`src/rtl/datapath_param.sv`:
```
// datapath_param
// Parametrised accumulator / carry / register-file datapath for the CPU core.
// It sits between the instruction decoder and the bus interface. The decoder
// drives the control strobes. The bus interface supplies bus data and
// register-pair loads.
//
// Optional feature: define DATAPATH_DAA_EN to turn alu_op 8 into a decimal
// adjust of the accumulator. With the macro undefined, op 8 passes the
// accumulator through and no +6 adjust adder is built.
//
// Ports
//   clock, reset_n        rising-edge clock; synchronous active-low reset
//   halt                  freezes acc, carry, registers, pair FSM and the
//                         TEST synchroniser (reset still wins)
//   data, imm             bus operand and instruction immediate
//   reg_addr              register select for reads and single writes
//   acc_sel/acc_we/acc_clr                  accumulator source and strobes
//   carry_we/carry_clr/carry_set            carry strobes (clr > set > we)
//   reg_we/reg_sel                          single register write
//   alu_op, alu_in0_sel, alu_in1_sel, alu_cin_sel   ALU control
//   test, cond            asynchronous TEST pin and branch condition mask
//   pair_wr_valid/addr/data, pair_wr_ready  two-cycle register-pair write
//   regval, pairval, reg_is_zero            register read-back
//   acc, carry, take_branch                 architectural state and branch
module datapath_param #(
    parameter int DATA_W   = 4,
    parameter int NUM_REGS = 16,
    parameter int REG_AW   = $clog2(NUM_REGS)
) (
    input  logic                  clock,
    input  logic                  reset_n,
    input  logic                  halt,
    input  logic [DATA_W-1:0]     data,
    input  logic [DATA_W-1:0]     imm,
    input  logic [REG_AW-1:0]     reg_addr,
    input  logic [2:0]            acc_sel,
    input  logic                  acc_we,
    input  logic                  acc_clr,
    input  logic                  carry_we,
    input  logic                  carry_clr,
    input  logic                  carry_set,
    input  logic                  reg_we,
    input  logic [1:0]            reg_sel,
    input  logic [3:0]            alu_op,
    input  logic [1:0]            alu_in0_sel,
    input  logic [1:0]            alu_in1_sel,
    input  logic [1:0]            alu_cin_sel,
    input  logic                  test,
    input  logic [3:0]            cond,
    input  logic                  pair_wr_valid,
    input  logic [REG_AW-2:0]     pair_wr_addr,
    input  logic [2*DATA_W-1:0]   pair_wr_data,
    output logic                  pair_wr_ready,
    output logic [DATA_W-1:0]     regval,
    output logic [2*DATA_W-1:0]   pairval,
    output logic [DATA_W-1:0]     acc,
    output logic                  carry,
    output logic                  take_branch,
    output logic                  reg_is_zero
);

    typedef enum logic {IDLE, HIGH2} pair_state_t;

    pair_state_t             state, state_nxt;
    logic [DATA_W-1:0]       regs [NUM_REGS];
    logic [REG_AW-2:0]       pair_p;
    logic [DATA_W-1:0]       pair_lo;
    logic                    pair_hi_we, pair_lo_we, pair_we;
    logic [REG_AW-1:0]       pair_waddr;
    logic [DATA_W-1:0]       pair_wdata;
    logic                    test_p0, test_p1;
    logic [DATA_W-1:0]       alu_in0, alu_in1;
    logic                    alu_cin;
    logic [DATA_W:0]         alu_res, daa_res;
    logic [DATA_W-1:0]       acc_src, reg_wdata;
    logic                    reg_wr_en, branch_t;

`ifdef DATAPATH_DAA_EN
    // Decimal adjust of the low nibble. Upper bits pass through unchanged.
    function automatic logic [DATA_W:0] daa_f(input logic [DATA_W-1:0] a,
                                              input logic cy);
        logic [DATA_W:0] r;
        logic [4:0]      lo;
        if (a[3:0] > 4'd9 || cy) begin
            lo        = {1'b0, a[3:0]} + 5'd6;
            r         = {1'b0, a};
            r[3:0]    = lo[3:0];
            r[DATA_W] = lo[4] | cy;
        end else begin
            r = {cy, a};
        end
        return r;
    endfunction
`endif

    function automatic logic [DATA_W:0] alu_f(input logic [3:0] op,
                                              input logic [DATA_W-1:0] a,
                                              input logic [DATA_W-1:0] b,
                                              input logic ci,
                                              input logic [DATA_W:0] daa);
        logic [DATA_W:0] r;
        case (op)
            4'd0:    r = {1'b0, a} + {1'b0, b} + {{DATA_W{1'b0}}, ci};
            // Carry out of SUB is "no borrow".
            4'd1:    r = {1'b0, a} + {1'b0, ~b} + {{DATA_W{1'b0}}, ci};
            4'd2:    r = {1'b0, a & b};
            4'd3:    r = {1'b0, a | b};
            4'd4:    r = {1'b0, a ^ b};
            4'd5:    r = {a, ci};
            4'd6:    r = {a[0], ci, a[DATA_W-1:1]};
            4'd8:    r = daa;
            default: r = {1'b0, a};
        endcase
        return r;
    endfunction

    // ALU operand selection and evaluation
    always_comb begin
        case (alu_in0_sel)
            2'd0:    alu_in0 = acc;
            2'd1:    alu_in0 = regval;
            2'd2:    alu_in0 = data;
            default: alu_in0 = '0;
        endcase
        case (alu_in1_sel)
            2'd0:    alu_in1 = regval;
            2'd1:    alu_in1 = data;
            2'd2:    alu_in1 = imm;
            default: alu_in1 = '0;
        endcase
        case (alu_cin_sel)
            2'd0:    alu_cin = 1'b0;
            2'd1:    alu_cin = 1'b1;
            2'd2:    alu_cin = carry;
            default: alu_cin = ~carry;
        endcase
`ifdef DATAPATH_DAA_EN
        daa_res = daa_f(acc, carry);
`else
        daa_res = {1'b0, acc};
`endif
        alu_res = alu_f(alu_op, alu_in0, alu_in1, alu_cin, daa_res);
    end

    always_comb begin
        case (acc_sel)
            3'd0:    acc_src = regval;
            3'd1:    acc_src = data;
            3'd2:    acc_src = alu_res[DATA_W-1:0];
            3'd3:    acc_src = imm;
            3'd4:    acc_src = {{(DATA_W-1){1'b0}}, carry};
            3'd5:    acc_src = carry ? DATA_W'(10) : DATA_W'(9);
            default: acc_src = acc;
        endcase
        case (reg_sel)
            2'd0:    reg_wdata = acc;
            2'd1:    reg_wdata = alu_res[DATA_W-1:0];
            default: reg_wdata = data;
        endcase
        reg_wr_en = reg_we && (reg_sel != 2'd3);
    end

    // Pair-write FSM: high half goes out on acceptance, low half one cycle later
    always_comb begin
        state_nxt     = state;
        pair_wr_ready = 1'b0;
        pair_hi_we    = 1'b0;
        pair_lo_we    = 1'b0;
        pair_waddr    = '0;
        pair_wdata    = '0;
        case (state)
            IDLE: begin
                pair_wr_ready = 1'b1;
                if (pair_wr_valid && !halt) begin
                    pair_hi_we = 1'b1;
                    pair_waddr = {pair_wr_addr, 1'b0};
                    pair_wdata = pair_wr_data[2*DATA_W-1:DATA_W];
                    state_nxt  = HIGH2;
                end
            end
            HIGH2: begin
                if (!halt) begin
                    pair_lo_we = 1'b1;
                    pair_waddr = {pair_p, 1'b1};
                    pair_wdata = pair_lo;
                    state_nxt  = IDLE;
                end
            end
            default: state_nxt = IDLE;
        endcase
        pair_we = pair_hi_we | pair_lo_we;
    end

    always_ff @(posedge clock) begin
        if (!reset_n)
            state <= IDLE;
        else
            state <= state_nxt;
    end

    always_ff @(posedge clock) begin
        if (pair_hi_we) begin
            pair_p  <= pair_wr_addr;
            pair_lo <= pair_wr_data[DATA_W-1:0];
        end
    end

    // Register file: the pair write is issued last so that it wins a
    // same-register collision with a single write in the same cycle.
    always_ff @(posedge clock) begin
        if (!reset_n) begin
            for (int i = 0; i < NUM_REGS; i++)
                regs[i] <= '0;
        end else if (!halt) begin
            if (reg_wr_en)
                regs[reg_addr] <= reg_wdata;
            if (pair_we)
                regs[pair_waddr] <= pair_wdata;
        end
    end

    // Accumulator, carry and TEST synchroniser
    always_ff @(posedge clock) begin
        if (!reset_n) begin
            acc     <= '0;
            carry   <= 1'b1;
            test_p0 <= 1'b0;
            test_p1 <= 1'b0;
        end else if (!halt) begin
            if (acc_clr)
                acc <= '0;
            else if (acc_we)
                acc <= acc_src;
            if (carry_clr)
                carry <= 1'b0;
            else if (carry_set)
                carry <= 1'b1;
            else if (carry_we)
                carry <= alu_res[DATA_W];
            test_p0 <= test;
            test_p1 <= test_p0;
        end
    end

    // Read-back and branch evaluation
    always_comb begin
        regval      = regs[reg_addr];
        pairval     = {regs[{reg_addr[REG_AW-1:1], 1'b0}],
                       regs[{reg_addr[REG_AW-1:1], 1'b1}]};
        reg_is_zero = (regval == '0);
        branch_t    = (cond[0] & test_p1) | (cond[1] & carry) |
                      (cond[2] & (acc == '0));
        take_branch = cond[3] ? ~branch_t : branch_t;
    end

endmodule

```
`config.mk`:
```
export PLATFORM = sky130hd
export DESIGN_NAME = datapath_param
export DESIGN_NICKNAME = d
export VERILOG_FILES = /design/src/rtl/datapath_param.sv
export SDC_FILE = /design/constraint.sdc
export NUM_CORES = 1
export LEC_CHECK = 0
export BUFFER_PORTS_ARGS = -buffer_cell sky130_fd_sc_hd__buf_2
export CORE_MARGIN = 2
export CORE_UTILIZATION = 50
export DETAILED_ROUTE_END_ITERATION = 8
export PLACE_DENSITY_LB_ADDON = 0.12
export SETUP_SLACK_MARGIN = 0.1
export SYNTH_ARGS = -nofsm -noshare
export SYNTH_HDL_FRONTEND = slang
export SYNTH_SLANG_ARGS = --single-unit
```
`constraint.sdc`:
```
create_clock -name clock -period 5.52 [get_ports clock]
set_input_delay 1.104 -clock clock [delete_from_list [all_inputs] [get_ports clock]]
set_output_delay 1.104 -clock clock [all_outputs]
set_load 0.02 [all_outputs]
```
==> run summary <==
Vias in the first global route - 4,890
Syn Std Cell Area - 5690 µm²
CTS Sinks - 79
Critical Path Source Type - primary input
Clock Skews - 0.00873 ns
Max-cap viol count - 0
Clock transition at path regs - 0.07 ns
Post-synthesis sequential area ratio - 40.3%
Slew @ Worst Pin - 0.816 ns
CP Max Fanout - 16
Clk Tree Root Cell - clkbuf_16
Htree depth - 3
Crit-path max cell delay - 0.58 ns
Hold Crit Class - reg2reg
Setup bufs post-CTS - 0
Post-route setup slack - 0.420 ns
Mapped Cells - 560
Syn_nets - 629
Most common cell after layout, fill and taps aside - buf_2
Max-slew headroom - 45.2%
Synth-to-Final Area Change - 14.1%
Delay-heaviest family, CP - multiplexers
Setup_tns - 0 ns
Element type at the critical path end - flop
Share of layout cells above drive strength 1 - 22.3%
IO Count - 73
Final core utilization - 59.1%
Global-route wire length before repair - 26.7 mm
Grt met1 use - 36.7%
CTS Buffer Depth - 2
Pin count of the biggest net entering global routing - 24
Leak pwr - 2.50 nW
Ys flop type - edfxtp_1
Max Slew Vio Count - 0
Seq cells post-synth - 79
Busiest metal layer after global routing - met2
GRT overflow - 0
Crit Path Class - in2reg
RSZ-0062 raised after global routing - no
Most frequent cells in the layout - 72 x buf_2, 71 x edfxtp_1, 70 x o22ai_1, 53 x nand2_1, 28 x nand3_1
Post-CTS Hold Buffers - 0
Post-synth EDFFs - 71
Average wire per standard cell - 22.3 µm
Fmax - 0.196 GHz
FP Rows - 38
Maximum vdd ir drop - 0.000137 V
# nets final - 695
Post-place setup slack - 0.0595 ns
Min cycle time layout - 5.10 ns
Arr. time, crit path - 5.17 ns
Final Cell Area - 6490 µm²
Status - finished, final reports clean
Worst skew pair latency - 0.35 ns
GP Congestion - 0.958
Gr usage total - 27.8%
DIE WIDTH - 111 µm
DP HPWL - 13.0 mm
Critical-path top delay cell - mux4_1
Asr flop ratio synth - 0%
PostCTS Resize Cnt - 0
Unique masters post-synth - 70
Mean Syn Cell Area - 10.2 µm²
Final hold violation count - 0
DRT antenna net count - 0
Placed cell area - 6180 µm²
Antenna violations before repair - 0
DR vias - 5,066
Routed wire length - 17.2 mm
Die Span Y - 111 µm
Iteration-0 DRC Markers - 443
Drt via density - 6.57
IO buf count - 72
Yosys Warn Count - 0
Met2 GRT Util - 46.6%
Core ar. - 11,000 µm²
Final period utilization - 92.4%
Die area - 12,200 µm²
DRT Pass-1 Iters - 5
Initial Util - 51.8%
CTS buffer count - 9
Worst path buffer plus inverter count - 4
Worst path cell trace - buf_2, mux4_1, mux2_4, mux2i_4, nor2_1, a21oi_1, nor2_1, a21oi_1, inv_1, fa_1, inv_1, fa_1, mux4_2, mux2i_1, o22ai_1, a221oi_2, o21ai_1, o21ai_2, buf_12, o22ai_1
CP Data Required Time - 5.59 ns
Met3 Track Usage GR - 4.05%
Ant. Diodes - 0
CTS tree - yes
Pwr dens - 257 nW/µm²
Endpoints failing setup - 0
Drt drc - 0
metal layers:
layer	wire [µm]	share of wire, %
met3	1420	8.3
met2	8330	48
met1	6920	40
met5	0	0
met4	506	2.9
report_power, final:
group	internal (mW)	switching, mW
sequential	0.674	0.0156
clock	0.357	0.261
combinational	0.142	0.221
synth_stat cells, types with 5 or more instances:
| master | n | share of area, % |
|---|---|---|
| o21a_1 | 5 | 0.66 |
| nor2b_1 | 15 | 1.6 |
| o22ai_1 | 70 | 7.7 |
| nand2_1 | 53 | 3.5 |
| mux4_2 | 12 | 4.8 |
| ha_1 | 12 | 2.6 |
| a22o_1 | 5 | 0.77 |
| dfxtp_1 | 8 | 2.8 |
| and2_1 | 5 | 0.55 |
| buf_6 | 8 | 1.6 |
| nor3_1 | 10 | 0.88 |
| a21o_1 | 9 | 1.2 |
| edfxtp_1 | 71 | 37 |
| a21oi_1 | 24 | 2.1 |
| o211ai_1 | 9 | 1.2 |
| o21ai_0 | 10 | 0.88 |
| nor4_1 | 7 | 0.77 |
| and3_1 | 5 | 0.55 |
| clkbuf_1 | 22 | 1.5 |
| nand3b_1 | 7 | 0.92 |
| inv_1 | 25 | 1.6 |
| mux2i_1 | 19 | 3.3 |
| nor2_1 | 25 | 1.6 |
| nand3_1 | 28 | 2.5 |
| nand2b_1 | 10 | 1.1 |
| or3_1 | 5 | 0.55 |
through the flow:
step	power [mW]	cells	hold slack, ns
2_1_floorplan	0.939	560	0.482
3_5_place_dp	1.06	755	0.515
6_report	1.67	771	0.523
5_1_grt	1.72	771	0.574
4_1_cts	1.66	771	0.532
3_3_place_gp	1.05	755	0.497
tightest hold or removal path, cell delays in order, from the launching register on:
cell	delay [ns]
dfxtp_1	0.33
mux2i_1	0.07
nor2b_1	0.09
registers in the layout, indices dropped and copies added (netlist names):
register and cells:
pair_p 3, acc 4, pair_lo 4, carry 1, regs 64, test_p0 1
test_p1 1, state 1
final timing paths:
check | start | end | slack [ns] | depth (start not counted)
setup / recovery | reg_addr[2] | regs[11][1] | 0.42 | 20
hold / removal | test_p0 | test_p0 | 0.52 | 2
hold reg to reg | test_p0 | test_p0 | 0.52 | 2
setup reg to reg | regs[1][0] | regs[11][1] | 0.98 | 19
layout make-up:
class / instances / area (µm²)
Clock buffer: 9 / 225
Fill cell: 935 / 4490
Inverter: 26 / 97.6
Clock inverter: 7 / 80.1
Tap cell: 140 / 175
Timing Repair Buffer: 90 / 520
Multi-Input combinational cell: 420 / 3100
Sequential cell: 79 / 2290
kinds of logic (layout without fill, tap and decap cells):
| kind of cell | Yosys count | after routing | share of synthesized area (%) |
|---|---|---|---|
| and+or+nand+nor | 183 | 183 | 16.3 |
| AOI/OAI and AO/OA | 177 | 177 | 22.2 |
| DFF | 79 | 79 | 40.3 |
| buffers and inverters | 61 | 132 | 5.24 |
| muxes | 40 | 40 | 11.3 |
| adders and majority gates | 16 | 16 | 4.05 |
| xor gates and xnor gates | 4 | 4 | 0.616 |
No activity file was read; power rests on OpenSTA's default activity.
